--- config.mk ---
export PLATFORM = sky130hd
export DESIGN_NAME = eth_tx_arbiter
export DESIGN_NICKNAME = d
export VERILOG_FILES = /design/src/rtl/eth_tx_arb_pkg.sv /design/src/rtl/arb_rr_picker.sv /design/src/rtl/eth_tx_arbiter.sv
export SDC_FILE = /design/constraint.sdc
export NUM_CORES = 1
export LEC_CHECK = 0
export ABC_AREA = 1
export CORE_AREA = 2 2 82 61
export DETAILED_ROUTE_END_ITERATION = 16
export DIE_AREA = 0 0 84 63
export PLACE_DENSITY = 0.46
export SYNTH_ARGS = -nofsm -noshare
export SYNTH_HDL_FRONTEND = slang
export SYNTH_SLANG_ARGS = --single-unit
--- constraint.sdc ---
create_clock -name i_clk -period 1.7 [get_ports i_clk]
set_input_delay 0.17 -clock i_clk [delete_from_list [all_inputs] [get_ports i_clk]]
set_output_delay 0.17 -clock i_clk [all_outputs]
set_load 0.05 [all_outputs]
--- src/rtl/eth_tx_arb_pkg.sv ---
// rtl/eth_tx_arb_pkg.sv - shared types and width helpers for the Ethernet TX arbiter
//
// Purpose : arbiter state encoding plus width helpers. Each helper is
//           evaluated from the instantiating module's own parameters, so one
//           package serves every parameterisation:
//             idx_w(N_REQ)      -> IDX_W, requester index width (min 1)
//             cnt_w(MAX_FRAME)  -> CNT_W = $clog2(MAX_FRAME+1)
//             gap_w(GAP_CYCLES) -> GAP_W = $clog2(GAP_CYCLES+1)
// Ports   : none (package)

package eth_tx_arb_pkg;

  typedef enum logic [1:0] {
    IDLE = 2'd0,
    SEND = 2'd1,
    GAP  = 2'd2
  } arb_state_t;

  function automatic int idx_w(input int n);
    return (n > 1) ? $clog2(n) : 1;
  endfunction

  function automatic int cnt_w(input int max_frame);
    return $clog2(max_frame + 1);
  endfunction

  function automatic int gap_w(input int gap_cycles);
    return $clog2(gap_cycles + 1);
  endfunction

endpackage

--- src/rtl/arb_rr_picker.sv ---
// rtl/arb_rr_picker.sv - combinational round-robin / fixed-priority winner picker
//
// Purpose : picks one requester from i_req. The default build searches
//           upward from i_ptr with wrap-around. With ETH_TX_ARB_FIXED_PRIO_EN
//           defined, the lowest set index always wins and i_ptr is ignored.
// Ports   : i_req    [N_REQ-1:0]  request vector
//           i_ptr    [IDX_W-1:0]  index with highest priority (round-robin only)
//           o_onehot [N_REQ-1:0]  one-hot winner, 0 when i_req == 0
//           o_idx    [IDX_W-1:0]  winner index, 0 when i_req == 0

module arb_rr_picker
  import eth_tx_arb_pkg::*;
#(
  parameter int N_REQ = 2,
  parameter int IDX_W = idx_w(N_REQ)
) (
  input  logic [N_REQ-1:0] i_req,
  input  logic [IDX_W-1:0] i_ptr,
  output logic [N_REQ-1:0] o_onehot,
  output logic [IDX_W-1:0] o_idx
);

  logic             w_found;
  logic [IDX_W-1:0] w_k;

`ifdef ETH_TX_ARB_FIXED_PRIO_EN
  logic w_unused_ptr;
  assign w_unused_ptr = ^i_ptr;
`else
  logic [IDX_W:0] w_sum;
`endif

  always_comb begin
    o_onehot = '0;
    o_idx    = '0;
    w_found  = 1'b0;
    w_k      = '0;
`ifndef ETH_TX_ARB_FIXED_PRIO_EN
    w_sum    = '0;
`endif
    for (int i = 0; i < N_REQ; i++) begin
`ifdef ETH_TX_ARB_FIXED_PRIO_EN
      w_k = IDX_W'(i);
`else
      // candidate = (ptr + i) mod N_REQ; one extra bit keeps the sum exact
      w_sum = {1'b0, i_ptr} + (IDX_W+1)'(i);
      if (w_sum >= (IDX_W+1)'(N_REQ)) w_sum = w_sum - (IDX_W+1)'(N_REQ);
      w_k = w_sum[IDX_W-1:0];
`endif
      if (!w_found && i_req[w_k]) begin
        w_found       = 1'b1;
        o_onehot[w_k] = 1'b1;
        o_idx         = w_k;
      end
    end
  end

endmodule

--- src/rtl/eth_tx_arbiter.sv ---
// rtl/eth_tx_arbiter.sv - whole-frame arbiter sharing the Ethernet TX byte port
//
// Purpose : grants the MAC write port to one requester for a whole frame,
//           forwards its bytes with zero added latency, truncates frames at
//           MAX_FRAME bytes and enforces GAP_CYCLES idle cycles after each.
//           Optional macro ETH_TX_ARB_FIXED_PRIO_EN: fixed priority (lowest
//           index wins) instead of round-robin.
// Ports   : i_clk, i_rst            clock, synchronous active-high reset
//           i_req/i_valid/i_last    per-requester request, byte valid, last byte
//           i_data [8*N_REQ-1:0]    requester k drives [8k+7:8k]
//           o_gnt                   one-hot grant held for the frame
//           o_ready                 byte of requester k accepted when o_ready[k] & i_valid[k]
//           o_wdata/o_wvalid/i_wready  MAC byte interface
//           o_busy                  state != IDLE
//           o_trunc                 sticky truncation flag

module eth_tx_arbiter
  import eth_tx_arb_pkg::*;
#(
  parameter int N_REQ      = 2,
  parameter int MAX_FRAME  = 64,
  parameter int GAP_CYCLES = 12
) (
  input  logic               i_clk,
  input  logic               i_rst,
  input  logic [N_REQ-1:0]   i_req,
  input  logic [8*N_REQ-1:0] i_data,
  input  logic [N_REQ-1:0]   i_valid,
  input  logic [N_REQ-1:0]   i_last,
  output logic [N_REQ-1:0]   o_gnt,
  output logic [N_REQ-1:0]   o_ready,
  output logic [7:0]         o_wdata,
  output logic               o_wvalid,
  input  logic               i_wready,
  output logic               o_busy,
  output logic               o_trunc
);

  localparam int IDX_W = idx_w(N_REQ);
  localparam int CNT_W = cnt_w(MAX_FRAME);
  localparam int GAP_W = gap_w(GAP_CYCLES);

  arb_state_t       r_state, w_state_nxt;
  logic [N_REQ-1:0] r_gnt;
  logic [IDX_W-1:0] r_gidx;
  logic [CNT_W-1:0] r_cnt;
  logic [GAP_W-1:0] r_gap;
  logic             r_trunc;

  logic [N_REQ-1:0] w_win_oh;
  logic [IDX_W-1:0] w_win_idx;
  logic [IDX_W-1:0] w_ptr;
  logic [7:0]       w_sel_data;
  logic             w_sel_valid, w_sel_last;
  logic             w_xfer, w_frame_end, w_cut;

`ifdef ETH_TX_ARB_FIXED_PRIO_EN
  assign w_ptr = '0;
`else
  logic [IDX_W-1:0] r_ptr;
  assign w_ptr = r_ptr;

  always_ff @(posedge i_clk) begin
    if (i_rst) begin
      r_ptr <= '0;
    end else if (r_state == IDLE && |i_req) begin
      r_ptr <= (w_win_idx == IDX_W'(N_REQ-1)) ? '0 : w_win_idx + IDX_W'(1);
    end
  end
`endif

  arb_rr_picker #(.N_REQ(N_REQ), .IDX_W(IDX_W)) u_picker (
    .i_req    (i_req),
    .i_ptr    (w_ptr),
    .o_onehot (w_win_oh),
    .o_idx    (w_win_idx)
  );

  // granted requester's byte lane
  always_comb begin
    w_sel_data  = '0;
    w_sel_valid = 1'b0;
    w_sel_last  = 1'b0;
    for (int k = 0; k < N_REQ; k++) begin
      if (r_gidx == IDX_W'(k)) begin
        w_sel_data  = i_data[8*k +: 8];
        w_sel_valid = i_valid[k];
        w_sel_last  = i_last[k];
      end
    end
  end

  always_comb begin
    w_state_nxt = r_state;
    o_wdata     = '0;
    o_wvalid    = 1'b0;
    o_ready     = '0;
    w_xfer      = 1'b0;
    w_frame_end = 1'b0;
    w_cut       = 1'b0;
    case (r_state)
      IDLE: begin
        if (|i_req) w_state_nxt = SEND;
      end
      SEND: begin
        o_wdata  = w_sel_data;
        o_wvalid = w_sel_valid;
        o_ready  = r_gnt & {N_REQ{i_wready}};
        w_xfer   = w_sel_valid & i_wready;
        if (w_xfer) begin
          if (w_sel_last) begin
            w_frame_end = 1'b1;
          end else if (r_cnt == CNT_W'(MAX_FRAME-1)) begin
            w_frame_end = 1'b1;
            w_cut       = 1'b1;
          end
        end
        if (w_frame_end) w_state_nxt = GAP;
      end
      GAP: begin
        if (r_gap == '0) w_state_nxt = IDLE;
      end
      default: w_state_nxt = IDLE;
    endcase
  end

  always_ff @(posedge i_clk) begin
    if (i_rst) r_state <= IDLE;
    else       r_state <= w_state_nxt;
  end

  always_ff @(posedge i_clk) begin
    if (i_rst) begin
      r_gnt   <= '0;
      r_gidx  <= '0;
      r_cnt   <= '0;
      r_gap   <= '0;
      r_trunc <= 1'b0;
    end else begin
      case (r_state)
        IDLE: begin
          if (|i_req) begin
            r_gnt  <= w_win_oh;
            r_gidx <= w_win_idx;
            r_cnt  <= '0;
          end
        end
        SEND: begin
          if (w_xfer) begin
            r_cnt <= r_cnt + CNT_W'(1);
            if (w_frame_end) begin
              r_gnt <= '0;
              r_gap <= GAP_W'(GAP_CYCLES-1);
            end
            if (w_cut) r_trunc <= 1'b1;
          end
        end
        GAP: begin
          if (r_gap != '0) r_gap <= r_gap - GAP_W'(1);
        end
        default: ;
      endcase
    end
  end

  assign o_gnt   = r_gnt;
  assign o_busy  = (r_state != IDLE);
  assign o_trunc = r_trunc;

endmodule

==> key figures <==
Routing
  – Via Count: 1156
  – Initial DRC count: 23
  – Routed Antenna Nets: 0
  – Vias/cell: 4.143
  – Drt pass-1 iters: 4
  – DR DRC count: 0
  – Drt total wl: 2982 um
  – WL/cell: 10.69 um

Timing
  – FMAX: 620.8 MHz
  – Setup_tns: 0 ns
  – Final worst-path setup slack: 0.08912 ns
  – Worst Skew: 0.005324 ns
  – Hold slack: 0.4514 ns
  – Max Slew Vio Count: 0
  – Endpoints failing hold: 0
  – Final worst path period share: 94.76%
  – Setup violators final: 0
  – RSZ-0062 raised after global routing: no
  – Min Tclk post-route: 1.611 ns
  – Worst slew pin tran: 0.3515 ns
  – Slew margin rel.: 76.48%

Clock network
  – Clk root buf: clkbuf_8
  – Clk pin slew, worst setup/hold paths: 0.07 ns
  – CTS tree: done
  – Clk_lat worst skew: 0.25 ns
  – Post-CTS Hold Buffers: 0
  – Total CTS buffers: 3
  – CTS Buffer Depth: 2
  – # H-tree levels: 1
  – CTS sink count: 18

Synth
  – Seq cells post-synth: 18
  – Mapped Area: 1085 um2
  – Dominant cell type by area after synthesis: dfxtp_1
  – Synth area leaders: dfxtp_1 (33%), nand2_1 (19%), nor2_1 (9.0%)
  – Synthesized Nets: 204
  – Synth top area share: 33.22%
  – Count of different cell masters after synthesis: 23
  – Seq/Total Area, Yosys: 33.22%
  – Yosys Warn Count: 0
  – Syn avg cell area: 6.129 um2
  – Synth Instances: 177

Die
  – Die ar.: 5292 um2
  – Starting Density: 23.86%
  – Top Ports: 40
  – Core area: 4546 um2
  – Vert. Die Dim: 63 um
  – Die width: 84 um
  – Number of core rows: 21

Outcome
  – Outcome: finished, final reports clean

Place
  – Post-DP Area: 1659 um2
  – Detailed placement HPWL: 2324 um
  – DP Worst Slack: 0.2234 ns
  – Gpl congestion: 0.7576
  – Placed insts: 273
  – I/O Buffers: 39

Setup path
  – Crit. End Element: primary output
  – Slowest CP cell: dfxtp_1
  – WP data arrival: 1.44 ns
  – CP dominant cell by count: buf_12
  – Slowest stage delay, CP: 0.33 ns
  – Req. time, crit path: 1.53 ns
  – Critical path, cell by cell: inv_2 > nor2_4 > clkinvlp_4 > buf_12 > a21oi_1 > buf_12
  – CP startpoint kind: flip-flop
  – Critical path type: flip-flop to primary output
  – Worst R2R Setup Slack: 0.27 ns
  – Critical path fanouts, max: 12

Power
  – VDD IR-drop max: 0.3743 mV
  – Power per Cell Area: 911.1 nW/um2
  – Leakage power: 0.7986 nW

GRT
  – Total Routing Usage GR: 11.72%
  – Largest net degree at the start of global routing: 13
  – Vias in the first global route: 1010
  – Grt ovf: 0
  – First-pass GRT wire length: 5002 um
  – Initial antenna violation count: 0

Cells and area
  – Relative area change from synthesis to final layout: 61.71%
  – Finished Cell Area: 1754 um2
  – Share of cells above drive strength 1: 21.17%
  – Non-Filler Instances: 279
  – Antenna cells: 0
  – # nets final: 250

Run
  – Max Cap Violations: 0

Worst hold path
  – Worst min path class: flip-flop to flip-flop
[worst paths after layout]
check / startpoint / end / cells after the start
worst min-delay path: r_ptr$_SDFFE_PP0P_ / r_ptr$_SDFFE_PP0P_ / 2
worst min register to register: r_ptr$_SDFFE_PP0P_ / r_ptr$_SDFFE_PP0P_ / 2
worst max-delay path: r_state[0]$_SDFFE_PP0P_ / o_wdata[5] / 6
worst max register to register: r_cnt[0]$_SDFFE_PP0P_ / r_gap[3]$_SDFFE_PP0P_ / 11
[synth_stat cells]
cell type  instances
nor2_4             3
dfxtp_1           18
nand3_1            5
nand2_2            6
nand4_1            2
or2_2              1
nand2_1           54
clkbuf_1           2
a21oi_1           16
o21ai_2            1
inv_1             22
a211oi_1           1
inv_2              6
o21ai_1            2
o21ai_0            3
nor2_1            26
and2_1             1
buf_4              1
o21bai_1           1
nand2_4            1
ha_1               2
nor3_1             2
nor3b_1            1
[critical path: cells and delay by family, from the launching register on]
family / cells / cell delay (ns)
and+or+nand+nor: 1 / 0.14
AOI/OAI and AO/OA: 1 / 0.22
buffers and inverters: 4 / 0.49
DFF: 1 / 0.33
[through the flow]
| stage | total power, mW | util (%) |
|---|---|---|
| 3_5_place_dp | 1.225 | 36.50 |
| 5_1_grt | 1.699 | 38.59 |
| 4_1_cts | 1.614 | 38.48 |
| 6_report | 1.598 | 38.59 |
| 2_1_floorplan | 0.9418 | - |
| 3_3_place_gp | 1.231 | 36.50 |
[metal layers]
metal,vias up,global-route usage [%],share of wire [%]
li1,638,-,-
met1,478,19.17,61
met2,38,15.00,34
met3,2,1.849,5.0
met4,0,3.629,0.50
met5,-,0,0
[state kept, by name, indices dropped and copies added (netlist names)]
signal,count
r_state,2
r_ptr,1
o_gnt,2
o_trunc,1
r_gidx,1
r_gap,4
r_cnt,7
[area by class of cell]
cell class              instances  area (um2)
clock buffers                   4       55.05
fillers                       493        2791
inverters                      28       108.9
multi-input cells             128       616.8
flip-flops and latches         18       361.6
well taps                      57       71.32
repair buffers                 44       540.5
[cell usage in the layout (no fill, tap or decap)]
| cell | Yosys | final |
|---|---|---|
| a211oi_1 | 1 | 1 |
| a21oi_1 | 16 | 14 |
| a21oi_2 | 0 | 2 |
| and2_1 | 1 | 1 |
| buf_12 | 0 | 12 |
| buf_4 | 1 | 8 |
| clkbuf_8 | 0 | 4 |
| clkdlybuf4s50_1 | 0 | 24 |
| clkinvlp_4 | 0 | 1 |
| dfxtp_1 | 18 | 17 |
| dfxtp_2 | 0 | 1 |
| ha_1 | 2 | 2 |
| inv_1 | 22 | 21 |
| inv_2 | 6 | 6 |
| nand2_1 | 54 | 54 |
| nand2_2 | 6 | 6 |
| nand2_4 | 1 | 1 |
| nand3_1 | 5 | 5 |
| nand4_1 | 2 | 2 |
| nor2_1 | 26 | 26 |
| nor2_4 | 3 | 3 |
| nor3_1 | 2 | 1 |
| nor3_2 | 0 | 1 |
| nor3b_1 | 1 | 1 |
| o21ai_0 | 3 | 3 |
| o21ai_1 | 2 | 2 |
| o21ai_2 | 1 | 1 |
| o21bai_1 | 1 | 1 |
| or2_2 | 1 | 1 |
[cell families (layout without fill, tap and decap cells)]
family	Yosys count	after routing	synth area share [%]
simple gates	102	102	41.52
compound gates	24	24	11.88
buf+inv	31	76	11.07
fa+ha+maj	2	2	2.306
flops	18	18	33.22
[power breakdown]
group,internal [mW],switching (mW)
Sequential,0.470,0.0368
Combinational,0.310,0.429
Clock,0.206,0.146
[what timing repair did]
| item | 4_1_cts | 5_1_grt |
|---|---|---|
| resized for setup | 2 | 2 |
| hold endpoints to repair | 0 | 0 |
| endpoints found under the setup margin | 8 | 1 |
| buffers inserted | 2 | 0 |
| pin swaps | 1 | 0 |
(Power assumes the default switching activity.)
